`src/rtl/cache_arbiter_pkg.sv`:
```
// ============================================================================
// Module  : cache_arbiter_pkg
// Brief   : Shared types for the I/D-cache to memory arbiter.
// Rev     : 1.0  initial release
// ============================================================================
`default_nettype none

package cache_arbiter_pkg;

    localparam int ARB_ADDR_W = 16;
    localparam int ARB_LINE_W = 128;

    typedef enum logic [1:0] {
        ARB_IDLE = 2'd0,
        ARB_I    = 2'd1,
        ARB_D    = 2'd2
    } lc3b_arb_state;

    typedef enum logic {
        GRANT_I = 1'b0,
        GRANT_D = 1'b1
    } lc3b_grant;

endpackage

`default_nettype wire

```
`src/rtl/cache_arb_pick.sv`:
```
// ============================================================================
// Module  : cache_arb_pick
// Brief   : Combinational grant selection; round-robin under ARB_RR_EN,
//           fixed D-over-I priority otherwise.
// Rev     : 1.0  initial release
// ============================================================================
`default_nettype none

module cache_arb_pick
    import cache_arbiter_pkg::*;
(
    input  logic      i_req,
    input  logic      d_req,
    input  lc3b_grant last_grant,
    output logic      grant_valid,
    output lc3b_grant grant
);

    assign grant_valid = i_req | d_req;

`ifdef ARB_RR_EN
    always_comb begin
        grant = GRANT_I;
        if (i_req && d_req)
            grant = (last_grant == GRANT_I) ? GRANT_D : GRANT_I;
        else if (d_req)
            grant = GRANT_D;
    end
`else
    logic unused_last_grant;
    assign unused_last_grant = last_grant;

    always_comb begin
        grant = d_req ? GRANT_D : GRANT_I;
    end
`endif

endmodule

`default_nettype wire

```
`src/rtl/cache_arbiter.sv`:
```
// ============================================================================
// Module  : cache_arbiter
// Brief   : Shares one memory line port between I-cache and D-cache misses.
//           Optional macro ARB_RR_EN enables round-robin arbitration.
// Rev     : 1.0  initial release
// ============================================================================
`default_nettype none

module cache_arbiter
    import cache_arbiter_pkg::*;
#(
    parameter int ADDR_W = ARB_ADDR_W,
    parameter int LINE_W = ARB_LINE_W
) (
    input  logic              clk,
    input  logic              rst,
    input  logic              i_read,
    input  logic [ADDR_W-1:0] i_address,
    output logic [LINE_W-1:0] i_rdata,
    output logic              i_resp,
    input  logic              d_read,
    input  logic              d_write,
    input  logic [ADDR_W-1:0] d_address,
    input  logic [LINE_W-1:0] d_wdata,
    output logic [LINE_W-1:0] d_rdata,
    output logic              d_resp,
    output logic              mem_read,
    output logic              mem_write,
    output logic [ADDR_W-1:0] mem_address,
    output logic [LINE_W-1:0] mem_wdata,
    input  logic [LINE_W-1:0] mem_rdata,
    input  logic              mem_resp
);

    lc3b_arb_state state;
    lc3b_grant     last_grant;
    lc3b_grant     grant;
    logic          grant_valid;
    logic          d_req;

    assign d_req = d_read | d_write;

    cache_arb_pick u_pick (
        .i_req       (i_read),
        .d_req       (d_req),
        .last_grant  (last_grant),
        .grant_valid (grant_valid),
        .grant       (grant)
    );

`ifdef ARB_RR_EN
    always_ff @(posedge clk) begin
        if (rst)
            last_grant <= GRANT_I;
        else if (state == ARB_IDLE && grant_valid)
            last_grant <= grant;
    end
`else
    assign last_grant = GRANT_I;
`endif

    // Strobes and captured address/data are registered straight onto the
    // memory port, so requester changes during a transfer are invisible.
    always_ff @(posedge clk) begin
        if (rst) begin
            state       <= ARB_IDLE;
            mem_read    <= 1'b0;
            mem_write   <= 1'b0;
            mem_address <= '0;
            mem_wdata   <= '0;
        end else begin
            case (state)
                ARB_IDLE: begin
                    if (grant_valid) begin
                        if (grant == GRANT_D) begin
                            state       <= ARB_D;
                            mem_address <= d_address;
                            mem_wdata   <= d_wdata;
                            mem_read    <= ~d_write;
                            mem_write   <= d_write;
                        end else begin
                            state       <= ARB_I;
                            mem_address <= i_address;
                            mem_read    <= 1'b1;
                            mem_write   <= 1'b0;
                        end
                    end
                end
                ARB_I, ARB_D: begin
                    if (mem_resp) begin
                        state     <= ARB_IDLE;
                        mem_read  <= 1'b0;
                        mem_write <= 1'b0;
                    end
                end
                default: begin
                    state     <= ARB_IDLE;
                    mem_read  <= 1'b0;
                    mem_write <= 1'b0;
                end
            endcase
        end
    end

    assign i_resp  = (state == ARB_I) && mem_resp;
    assign d_resp  = (state == ARB_D) && mem_resp;
    assign i_rdata = mem_rdata;
    assign d_rdata = mem_rdata;

`ifndef SYNTHESIS
    always_ff @(posedge clk) begin
        if (!rst)
            assert (!(d_read && d_write));
    end
`endif

endmodule

`default_nettype wire

```
`config.mk`:
```
export PLATFORM = sky130hd
export DESIGN_NAME = cache_arbiter
export DESIGN_NICKNAME = d
export VERILOG_FILES = /design/src/rtl/cache_arbiter_pkg.sv /design/src/rtl/cache_arb_pick.sv /design/src/rtl/cache_arbiter.sv
export SDC_FILE = /design/constraint.sdc
export NUM_CORES = 1
export LEC_CHECK = 0
export CORE_AREA = 2 2 271 273
export CTS_CLUSTER_SIZE = 25
export DETAILED_ROUTE_END_ITERATION = 10
export DIE_AREA = 0 0 273 275
export SYNTH_ARGS = -nofsm -noshare
export SYNTH_HDL_FRONTEND = slang
export SYNTH_SLANG_ARGS = --single-unit
```
`constraint.sdc`:
```
create_clock -name clk -period 1.42 [get_ports clk]
set_clock_uncertainty 0.05 [all_clocks]
set_input_delay 0.284 -clock clk [delete_from_list [all_inputs] [get_ports clk]]
set_output_delay 0.284 -clock clk [all_outputs]
set_load 0.005 [all_outputs]
```
[After elaboration in Yosys (flattened, before gate mapping)]
Index checks and enable logic that the tools add are counted.
Cells by class
  add/sub/neg operators: 0
  $mul: 0
  div/mod/pow operators: 0
  $lt $le $gt $ge: 0
  equality and inequality tests: 4
  shifts and indexed selects: 0
  mux-type cells: 13
  bitwise operators: 3
  reductions and logical operators: 7
Operators by type and width (number)
  $mux 16: 1
  $mux 1: 6
  $mux 2: 3
  $ne 2x2->1 const B: 2
  $pmux 1 s2: 2
  $pmux 2 s2: 1
  $reduce_and 2->1: 2
  $reduce_and 3->1: 1
  $eq 2x1->1 const B: 1
  $eq 2x2->1 const B: 1
  $logic_and 1x1->1: 2
  $logic_not 2->1: 1
  $or 1x1->1: 2
  $reduce_or 2->1: 1
  $not 1->1: 1
Word-level totals
  bits in registers: 148
  latch bits: 0
  RAM bits: 0
  ROM bits: 0
  bits of input ports: 294
  memories kept: 0

[Depth between registers and ports, before layout]
  depth in word-level cells: 5
  depth in mapped cells: 7

[Modules after synthesis]
Synthesis repeated with hierarchy kept, for this count alone.
Unflattened totals
  cell total of the unflattened synthesis: 919
  area total of the unflattened synthesis: 7309.5 µm²
By module, submodules not included
  cache_arbiter: times used 1, cells each 917, area each 7295.7 µm², sequential area each 2962.8 µm²
  cache_arb_pick: times used 1, cells each 2, area each 13.8 µm², sequential area each 0.0 µm²

[Least setup slack after synthesis]
OpenSTA, ideal clock, no wires.
  path kind: reg2reg
  start point: register state[0]
  end point: register mem_wdata[100]
  setup time: 70 ps
  arrival time: 1281 ps
  data required time: 1300 ps
  path slack: 19 ps
  cell stages (with the launch flop): 8
  cells stage by stage: dfxtp_1 > inv_1 > ha_1 > o21ai_1 > buf_2 > buf_2 > nand2_1 > a21oi_1
On the way
  word-level cells in the longest chain between the ends: 2
RTL lines
  start, declared: line cache_arbiter.sv:35  | lc3b_arb_state state;
  start signal, assigned: line cache_arbiter.sv:66  | state <= ARB_IDLE;
  start signal, assigned: line cache_arbiter.sv:76  | state <= ARB_D;
  start signal, assigned: line cache_arbiter.sv:82  | state <= ARB_I;
  $logic_not 2->1: line cache_arbiter.sv:72  | case (state)
  $reduce_and 3->1 (no source line)
  end signal, assigned: line cache_arbiter.sv:78  | mem_wdata <= d_wdata;
  end, declared: line cache_arbiter.sv:30  | output logic [LINE_W-1:0] mem_wdata,
No other way between the ends.
A chain may end at the register's enable or synchronous reset.

[Final worst setup path]
  start point: register state[0]
  end point: output d_resp
On the way
  word-level cells in the longest chain between the ends: 2
RTL lines
  $eq 2x2->1: line cache_arbiter.sv:106  | assign d_resp = (state == ARB_D) && mem_resp;
  $logic_and 1x1->1: line cache_arbiter.sv:106
  end, declared: line cache_arbiter.sv:26  | output logic d_resp,
No other way between the ends.

==> impl.org <==
** Clocking
- Clock net sink count :: 148
- Insertion delay of the later-clocked pin in the worst-skew pair :: between 0.4 and 0.5 ns
- In this run the deepest clock path goes through 2 buffers.
- # H-tree levels :: 4
- For this design, the CTS-stage hold fixing added 0 buffers.
- Num CTS Buffers :: 17
- Clock-pin slew was measured on the worst setup and hold paths at 0.07 ns.
- Root Buffer Master :: sky130_fd_sc_hd__clkbuf_16
- Clock tree from TritonCTS :: yes

** Setup path
- Critical path endpoint :: d_resp
- The number of cells on the worst reg-to-reg path is 9.
- The worst register-to-register path ends at mem_wdata[107].
- Maximum fanout encountered on the critical timing path :: 2
- Startpoint of the worst-slack reg-to-reg timing path :: state[0]
- Across all register-to-register paths, the minimum setup slack is -0.26 ns.
- Startpoint type of the worst setup path :: register
- For the worst setup path, the data required time is between 1 and 1.5 ns.
- Tracing the worst setup path back leads to its startpoint at state[0].
- Data arrival, critical path :: ~1.4 ns
- Setup crit end kind :: primary output
- The worst setup path is of the reg2out kind.

** Logic synthesis
- Of all cell types, the one taking the most synthesized area is sky130_fd_sc_hd__dfxtp_1.
- Cell area after technology mapping :: around 0.0073 mm²
- For this run, the number of Yosys warnings is 0.
- Fraction of synthesized cell area taken by the top area cell type :: about two fifths
- Count of mapped cells out of synthesis :: roughly 930
- Top area cells in the synthesized netlist :: sky130_fd_sc_hd__dfxtp_1, sky130_fd_sc_hd__buf_4, sky130_fd_sc_hd__nand2_1, sky130_fd_sc_hd__a21oi_1, sky130_fd_sc_hd__a311oi_1
- Sequential element share of the synthesized area :: about two fifths
- Average cell area after synthesis :: about 7.9 µm²
- Yosys mapped the design onto 23 distinct sky130hd cell types.
- Synthesis inferred approximately 150 register bits.
- Synth Net Count :: 1228

** Worst hold path
- Hold Crit Depth :: 2
- Min-Delay Path Class :: in2reg

** Drt
- For this block, the via count after detailed routing is approximately 6400.
- Post-route antenna net violation count :: 0
- Per-cell routed wire length :: between 15 and 20 µm
- Post-DR vias/cell :: 3.17
- After the first detailed-routing iteration, the DRC count stood at between 150 and 200.
- The first TritonRoute pass finished after 4 iterations.
- DRC violation count after routing :: 0
- Wires add up to 32400 µm.

** Job
- Max-cap violations in this run came to 0.

** STA
- Setup violations remaining at the end of the flow were counted as 147.
- In the post-route analysis, the smallest setup slack over all paths is -0.266 ns.
- For the pin with the worst max-slew slack, the measured transition is 0.531 ns.
- Setup repair after global routing missed its margin :: yes
- Final Hold Slack :: between 0.09 and 0.1 ns
- After layout, the worst path uses 119% of the clock period.
- The final number of max-transition violations was 0.
- For the finished layout, the period the worst path requires is 1.69 ns.
- Final-report hold violation count :: 0
- Fmax :: slightly below 600 MHz
- In the final timing run, aggregate negative setup slack is -30.40 ns.
- Measured against its own limit, the worst slew margin works out to 64.2%.

** Place
- HPWL after DPL :: between 20000 and 25000 µm
- Input and output buffers added on the ports amount to approximately 310.
- Routability-driven placement finished with a final weighted congestion of ~0.7.
- Worst Setup Slack post-DPL :: -0.620 ns

** Floorplan
- Number of cell rows :: between 90 and 100
- Chip width :: ~270 µm
- The die covers 0.0751 mm².
- Effective utilization at floorplan :: 10.2%
- Die Y-Extent :: 275 µm
- The core region is 0.0723 mm².
- I/O pin cnt :: around 700

** Power
- Overall Power :: 0.0141 W
- For this design the static power due to leakage is around 4.3 nW.
- Power spread over the standard cell area amounts to about 1200 mW/mm².
- Max IR drop VDD :: between 0.5 and 0.6 mV

** Run status
- The flow ran to the end, but the final reports show violations.
- Violated checks :: negative setup slack

** Final layout
- Most frequent standard cell in the layout excluding fill and tap cells :: sky130_fd_sc_hd__nand2_1
- At the end of the flow, the number of nets in the layout was between 1000 and 1500.
- From synthesis to final layout, the design area changed by 58.8%.
- The layout has between 8000 and 9000 filler cells.
- In the final layout, the multi-input gates occupy 0.00252 mm².
- Share of post-route cells with drive strength above 1 :: about two fifths
- Sequential cell area :: 0.00312 mm²
- Leaving out fill and tap cells, the most frequent cells in the layout are sky130_fd_sc_hd__nand2_1, sky130_fd_sc_hd__clkdlybuf4s50_1, sky130_fd_sc_hd__dfxtp_2, sky130_fd_sc_hd__a21oi_1, sky130_fd_sc_hd__clkdlybuf4s15_1.

** Global route
- In the global route stage, overall resource usage came out at around 8%.
- The number of antenna violations at the first check in global routing came to 3.
- Number of global-route vias before repair :: 6227
- Global routing finished with a remaining overflow of 0.
- Entering global routing, the biggest net connects 55 pins.
- First-pass GRT wire length :: between 40000 and 50000 µm
[Yosys cell counts (all sizes together)]
cell type	n
o31a	1
clkbuf	18
inv	3
a221oi	1
o21a	1
dfxtp	148
nor3	1
ha	3
nand3	1
nor2	17
a21oi	132
nor4b	1
nand2b	2
o21ai	20
nor2b	1
buf	290
nand2	273
a311oi	16
and2	2
[worst min path at each step]
| stage | startpoint | endpoint | slack, ns |
|---|---|---|---|
| CTS | rst | mem_address[0] | 0.02 |
| detailed placement | mem_wdata[49] | mem_wdata[49] | 0.40 |
| floorplan | d_wdata[0] | mem_wdata[0] | 0.37 |
| finish | rst | mem_address[14] | 0.09 |
| global placement | mem_wdata[127] | mem_wdata[127] | 0.39 |
| global route | rst | mem_address[12] | 0.06 |
[per-stage QoR]
step	cell area, µm²	cells	utilization [%]
after floorplan	7350	931	-
after global placement	10000	1949	13.8
after detailed placement	10000	1949	13.8
after CTS	11400	2010	15.8
after global routing	11700	2009	16.1
final	11700	2011	16.1
[layer usage]
layer  vias up  wire (µm)  GRT usage, %
li1       2945          -             -
met1      2859      11900          7.86
met2       386      13400          11.2
met3       172       4080          5.00
met4         4       2970          8.40
met5         -         82         0.627
[where the power goes]
part	switching (W)	internal (W)
clock	0.00211	0.00301
sequential	0.000255	0.00466
combinational	0.00183	0.00221
[cell type report]
class | count | area share, %
Antenna cell | 2 | 0.0429
Timing Repair Buffer | 395 | 35.7
Clock buffer | 19 | 3.80
Multi-Input combinational cell | 472 | 21.6
Clock inverter | 13 | 1.68
Tap cell | 959 | 10.3
Inverter | 3 | 0.0965
Sequential cell | 148 | 26.7
[repair_timing]
| item | CTS | global route |
|---|---|---|
| resized for setup | 550 | 148 |
| gates cloned | 9 | 4 |
| pin swaps | 76 | 52 |
| buffers inserted | 20 | 5 |
| setup endpoints to repair | 294 | 187 |
[sequential cells by signal, indices dropped and copies added, names as in the netlist]
signal / flops
mem_address: 16
state: 2
mem_write: 1
mem_read: 1
mem_wdata: 128
[critical path: stages, from the launching register on]
cell	delay, ns
sky130_fd_sc_hd__dfxtp_2	0.34
sky130_fd_sc_hd__inv_2	0.04
sky130_fd_sc_hd__buf_6	0.11
sky130_fd_sc_hd__ha_4	0.14
sky130_fd_sc_hd__and2_4	0.15
sky130_fd_sc_hd__buf_6	0.10
[cells by family after synthesis]
kind of cell / synth area share [%]
adder cells (fa/ha/maj): 0.511
AO/OA/AOI/OAI: 12.6
AND/OR/NAND/NOR: 15.7
buffers and inverters: 30.8
flip-flops: 40.3
(Power assumes the default switching activity.)
